`config.mk`:
```
export PLATFORM = sky130hd
export DESIGN_NAME = router_fifo
export DESIGN_NICKNAME = d
export VERILOG_FILES = /design/src/rtl/router_fifo.sv
export SDC_FILE = /design/constraint.sdc
export NUM_CORES = 1
export LEC_CHECK = 0
export ABC_AREA = 1
export CAP_MARGIN = 20
export CORE_UTILIZATION = 45
export CTS_BUF_LIST = sky130_fd_sc_hd__clkbuf_2
export DETAILED_ROUTE_END_ITERATION = 10
export SYNTH_ARGS = -nofsm -noshare
export SYNTH_HDL_FRONTEND = slang
export SYNTH_SLANG_ARGS = --single-unit
```
`constraint.sdc`:
```
create_clock -name clk -period 2.6 [get_ports clk]
set_input_delay 0.78 -clock clk [delete_from_list [all_inputs] [get_ports clk]]
set_output_delay 0.78 -clock clk [all_outputs]
set_load 0.05 [all_outputs]
```
`src/rtl/router_fifo.sv`:
```
// Per-destination router output buffer: DEPTH x {hdr, data} FIFO with a header-driven packet counter for the last-byte flag.
// Read data is registered one edge after an accepted re; writes are dropped while full and reads are ignored while empty.
module router_fifo #(
  parameter int WIDTH = 8,
  parameter int DEPTH = 16,
  parameter int AW    = 4
) (
  input  logic             clk,
  input  logic             rst,
  input  logic             soft_rst,
  input  logic             we,
  input  logic             lfd_state,
  input  logic [WIDTH-1:0] din,
  input  logic             re,
  output logic [WIDTH-1:0] dout,
  output logic             dout_vld,
  output logic             dout_last,
  output logic             full,
  output logic             empty
);

  localparam logic [AW:0] PTR_ONE = {{AW{1'b0}}, 1'b1};
  localparam logic [6:0]  CNT_ONE = 7'd1;

  logic [WIDTH:0]   mem [DEPTH];
  logic [AW:0]      wr_ptr;
  logic [AW:0]      rd_ptr;
  logic [6:0]       pkt_cnt;
  logic             wr_acc;
  logic             rd_acc;
  logic [WIDTH:0]   rd_word;
  logic             rd_hdr;
  logic [WIDTH-1:0] rd_data;

  assign empty = (wr_ptr == rd_ptr);
  assign full  = (wr_ptr[AW-1:0] == rd_ptr[AW-1:0]) && (wr_ptr[AW] != rd_ptr[AW]);

  // A flush wins over both ports, so neither side may advance during soft_rst.
  assign wr_acc = we && !full && !soft_rst;
  assign rd_acc = re && !empty && !soft_rst;

  assign rd_word = mem[rd_ptr[AW-1:0]];
  assign rd_hdr  = rd_word[WIDTH];
  assign rd_data = rd_word[WIDTH-1:0];

  always_ff @(posedge clk) begin
    if (wr_acc) begin
      mem[wr_ptr[AW-1:0]] <= {lfd_state, din};
    end
  end

  always_ff @(posedge clk or posedge rst) begin
    if (rst) begin
      wr_ptr <= '0;
      rd_ptr <= '0;
    end else if (soft_rst) begin
      wr_ptr <= '0;
      rd_ptr <= '0;
    end else begin
      if (wr_acc) wr_ptr <= wr_ptr + PTR_ONE;
      if (rd_acc) rd_ptr <= rd_ptr + PTR_ONE;
    end
  end

  // Header length field counts payload bytes; +1 covers the trailing parity byte.
  always_ff @(posedge clk or posedge rst) begin
    if (rst) begin
      dout      <= '0;
      dout_vld  <= 1'b0;
      dout_last <= 1'b0;
      pkt_cnt   <= '0;
    end else if (soft_rst) begin
      dout      <= '0;
      dout_vld  <= 1'b0;
      dout_last <= 1'b0;
      pkt_cnt   <= '0;
    end else begin
      dout_vld  <= rd_acc;
      dout_last <= 1'b0;
      if (rd_acc) begin
        dout <= rd_data;
        if (rd_hdr) begin
          pkt_cnt <= {1'b0, rd_data[7:2]} + CNT_ONE;
        end else if (pkt_cnt != '0) begin
          pkt_cnt   <= pkt_cnt - CNT_ONE;
          dout_last <= (pkt_cnt == CNT_ONE);
        end
      end
    end
  end

endmodule

```
# Word level (Yosys, flattened, before mapping)
# Memory sizes are Yosys's and may differ from the RTL's.
# Index checks and enable logic that the tools add are counted.
[word_totals]
memories = 1
register_bits = 27
elab_cells = 45
ramBits = 144
[mem_list]
columns = ["name", "depth", "word_bits", "read_ports", "rd_ports_with_merged_regs", "write_ports", "line", "source"]
rows = [
  ["mem", 16, 9, 1, 0, 1, "25", "logic [WIDTH:0] mem [DEPTH];"],
]
[op_classes]
add_sub_neg = 4
n_eq_ne = 4
mux = 17
reduce_logical = 13
[ops]
columns = ["op", "count"]
rows = [
  ["2-to-1 mux 7 bit", 4],
  ["2-to-1 mux 5 bit", 4],
  ["2-to-1 mux 8 bit", 2],
  ["adder 5 x 1 -> 5 bit, second input constant", 2],
  ["adder 6 x 1 -> 7 bit, second input constant", 1],
  ["equality test 7 x 1 -> 1 bit, second input constant", 1],
  ["2-to-1 mux 1 bit", 7],
  ["nonzero test 7 bit", 1],
  ["subtractor 7 x 1 -> 7 bit, second input constant", 1],
  ["equality test 5 bit", 1],
  ["logical AND 1 bit", 5],
  ["equality test 4 bit", 1],
  ["nonzero test 2 bit", 2],
  ["logical NOT 1 bit", 3],
  ["nonzero test 3 bit", 1],
  ["AND reduction 2 bit", 1],
  ["!= test 1 bit", 1],
]

# Longest topological paths before layout
[logic_depth]
depth_word = 7
mapped_depth = 18
depth_no_buf = 16

# Worst setup path before layout
# OpenSTA, ideal clock, no wires.
[synth_timing]
kind = "input to register"
start = "in soft_rst"
end = "mem mem[11][0] in the netlist's numbering (enable)"
cell_stages = 4
arrival_ps = 1928
slack_ps = 286
setup_ps = 387
path_cell_list = "buf_2 -> nor2_1 -> inv_1 -> nor3_1"
[synth_between]
elab_chain_cells = 4
[synth_lines]
columns = ["element", "line", "source"]
rows = [
  ["start: declaration", "10", "input logic soft_rst,"],
  ["logical NOT 1 bit", "39", "assign wr_acc = we && !full && !soft_rst;"],
  ["logical AND 1 bit", "39", ""],
  ["2-to-1 mux 1 bit", "47", "if (wr_acc) begin"],
  ["2-to-1 mux 1 bit (not written as such)", "48", "mem[wr_ptr[AW-1:0]] <= {lfd_state, din};"],
  ["end: declaration", "25", ""],
]
# No other way between the ends.

# Worst setup path after layout
[layout_timing]
start = "reg rd_ptr[1]"
end = "out empty"
[layout_between]
elab_chain_cells = 1
[layout_lines]
columns = ["element", "line", "source"]
rows = [
  ["start: declaration", "27", "logic [AW:0] rd_ptr;"],
  ["start signal: assignment", "61", "if (rd_acc) rd_ptr <= rd_ptr + PTR_ONE;"],
  ["equality test 5 bit", "35", "assign empty = (wr_ptr == rd_ptr);"],
  ["end: declaration", "19", "output logic empty"],
]
# No other way between the ends.

==> run_results.csv <==
group,metric,value,unit
outcome,outcome,"complete, but fails checks",
outcome,violations,"setup timing",
synth,synth-edff-count,144,
placed_design,post-place-cells,975,
worst_setup_path,crit_fanout,3,
synth,yosys-top-cells-area,"edfxtp_1 (57%), dfrtp_1 (8.9%), nand2_1 (7.8%)",
timing,worst_slack,-0.278,ns
synth,avgSynthCellArea,10.6,sq um
synth,synth_warnings,0,
floorplan,num_rows,47,
route,via_count,5426,
cts,clock-sinks,171,
timing,setup_tns,-0.369,ns
route,drt_first_pass_iters,5,
power,vdd_drop_max,0.000325,V
worst_setup_path,cpPeakStageDelay,0.48,ns
timing,hold_viol_final,0,
cts,clock_latency,0.76,ns
global_routing,grt-ovfl-total,0,
timing,timing.final.crit_share,111,%
worst_setup_path,startpoint_type,"flip-flop",
floorplan,core_area,16500,sq um
route,drt-initial-drc-count,492,
global_routing,grt_pass1_wl,28200,um
global_routing,grt_max_degree,56,
worst_setup_path,critPathKind,"reg2out",
floorplan,start_util,46.1,%
timing,finClkSkew,0.0427,ns
hold_path,hp-class,"in2async",
synth,synthDistinctLibCells,37,
synth,seq_area_frac_synth,65.7,%
floorplan,io_pins,26,
worst_setup_path,endpoint_kind,"output port",
layout,fin_nets,808,
route,wire_per_inst,17.8,um
synth,synth_area,7610,sq um
synth,syn_nets,739,
worst_setup_path,crit_chain,"inv_2 -> nand2_2 -> a21oi_4 -> nand2_1 -> or2_4 -> inv_2 -> buf_12",
global_routing,grt_usage,21.9,%
floorplan,die_w,132,um
cts,ctsRootBufferMaster,"clkbuf_2",
cts,cts_buffer_depth,2,
synth,synth_seq_cells,171,
worst_setup_path,r2r_setup_slack,0.26,ns
timing,max_freq,347,MHz
timing,hold_slack,0.345,ns
worst_setup_path,crit-reg2reg-launch,"rd_ptr[0]",
synth,ys.flop_type,"edfxtp_1",
worst_setup_path,cp_common_cell,"inv_2",
cts,htree_levels,4,
floorplan,die_h,132,um
global_routing,antenna_found_initial,1,
global_routing,grt_pass1_vias,5179,
layout,postLayoutCoreUtil,52.2,%
timing,tightest_slew,0.780,ns
timing,drv_slew,0,
synth,yosys.area.top_type,"edfxtp_1",
synth,async_flop_share,15.8,%
layout,fin_cells,1019,
cts,cts_tree,"yes",
placed_design,pre_cts_slack,-0.118,ns
cts,cts_made_buffers,17,
worst_setup_path,crit_family,"flip-flops",
route,vias_per_cell,5.32,
timing,rsz0062_at_grt,"true",
timing,slew_headroom,47.9,%
synth,yosys.area.top_type_share,56.8,%
synth,yosysMostFrequentCell,"nand2_1",
placed_design,place_hpwl,12100,um
route,drc,0,
cts,clk_pin_slew,0.24,ns
power,powerDensity,685,nW/um^2
power,p_leak,3.55,nW
worst_setup_path,r2r-end,"pkt_cnt[2]",
worst_setup_path,required,1.82,ns
floorplan,die-area,17400,sq um
placed_design,portBuffers,25,
route,drt-total-wl,18200,um
worst_setup_path,arrival,2.10,ns
timing,setup_viol,2,
layout,areaGrowthSynthToFinish,13.4,%
layout,layout-drive-gt1-share,15.5,%
worst_setup_path,slowest_stage,"dfrtp_1",
worst_setup_path,r2r_cells,12,
cts,cts_hold_buffers,0,
power,power,5.91,mW
route,drt.antenna.violating_nets,0,
layout,final_area,8630,sq um
worst_setup_path,crit_buf_inv,3,
placed_design,placed_cell_area,8280,sq um
placed_design,gp_congestion,0.854,
run,max_cap_violations,0,
timing,post-route-min-period,2.88,ns
synth,synth_common_cells,"nand2_1 (159), edfxtp_1 (144), nor2_1 (87), nand3_1 (72), inv_1 (58)",
synth,synth_cells,716,
## flip-flops by register name, indices dropped and copies added, names as in the netlist
| signal | cells |
|---|---|
| dout_vld | 1 |
| dout_last | 1 |
| wr_ptr | 5 |
| pkt_cnt | 7 |
| dout | 8 |
| mem | 144 |
| rd_ptr | 5 |
## repair_timing
action,CTS,global route
endpoints found under the setup margin,12,2
pin swaps,3,3
gates resized for setup,17,7
buffers inserted,9,2
## layer usage
layer / vias up / share of wire, % / global-route usage, % / wire, um
met4: 0 / 2.4 / 8.79 / 442
met1: 2636 / 42 / 29.2 / 7700
met2: 203 / 48 / 35.1 / 8710
met3: 33 / 7.2 / 4.65 / 1310
li1: 2554 / - / - / -
met5: - / 0 / 0 / 0
## where the power goes
part | leakage [nW] | internal (mW) | switching, mW | total [mW]
clock network | 0.153 | 0.536 | 0.895 | 1.43
logic | 1.74 | 0.454 | 0.924 | 1.38
registers | 1.66 | 3.05 | 0.0557 | 3.10
## tightest hold or removal path: stages
cell and delay [ns]:
clkdlybuf4s50_1 0.40, inv_1 0.05, buf_4 0.32
## layout by cell type (no fill, tap or decap), drive strengths merged, types with 2 or more instances in the layout
| cell type | Yosys | routed |
|---|---|---|
| buf | 27 | 61 |
| clkbuf | 7 | 19 |
| dfrtp | 27 | 27 |
| nand2 | 166 | 166 |
| o21ai | 59 | 59 |
| nand4 | 2 | 2 |
| ha | 9 | 9 |
| clkdlybuf4s50 | 0 | 13 |
| o211ai | 6 | 6 |
| nor3 | 10 | 10 |
| dlygate4sd2 | 0 | 10 |
| a21oi | 6 | 6 |
| or2 | 3 | 3 |
| nor2 | 90 | 90 |
| o22ai | 9 | 9 |
| xor2 | 6 | 6 |
| nand3 | 72 | 72 |
| edfxtp | 144 | 144 |
| clkinv | 1 | 10 |
| inv | 65 | 65 |
| o221ai | 2 | 2 |
| bufinv | 0 | 3 |
## worst max path at each step
stage,depth (start not counted),from,endpoint
after global placement,6,we,mem[11][6]
after CTS,7,wr_ptr[1],empty
after detailed placement,6,we,mem[11][1]
final,7,rd_ptr[1],empty
after global routing,7,wr_ptr[1],empty
after floorplan,4,soft_rst,mem[11][0]
## cells by family (layout without fill, tap and decap cells)
| family | Yosys count | in the layout | share of synthesized area, % |
|---|---|---|---|
| flip-flops | 171 | 171 | 65.7 |
| AND/OR/NAND/NOR | 344 | 344 | 19.1 |
| buffers and inverters | 100 | 182 | 6.79 |
| XOR/XNOR | 7 | 7 | 0.806 |
| other | 0 | 1 | 0 |
| AO/OA/AOI/OAI | 85 | 85 | 6.15 |
| adder cells (fa/ha/maj) | 9 | 9 | 1.48 |
## layout make-up
cell class,instances,area [sq um]
sequential,171,5000
multi-input combinational,445,2120
timing repair buffer,84,729
inverter,66,253
clock buffer,19,95.1
tap,220,275
clock inverter,13,151
fill,1470,7900
antenna,1,2.50
(Power assumes the default switching activity.)
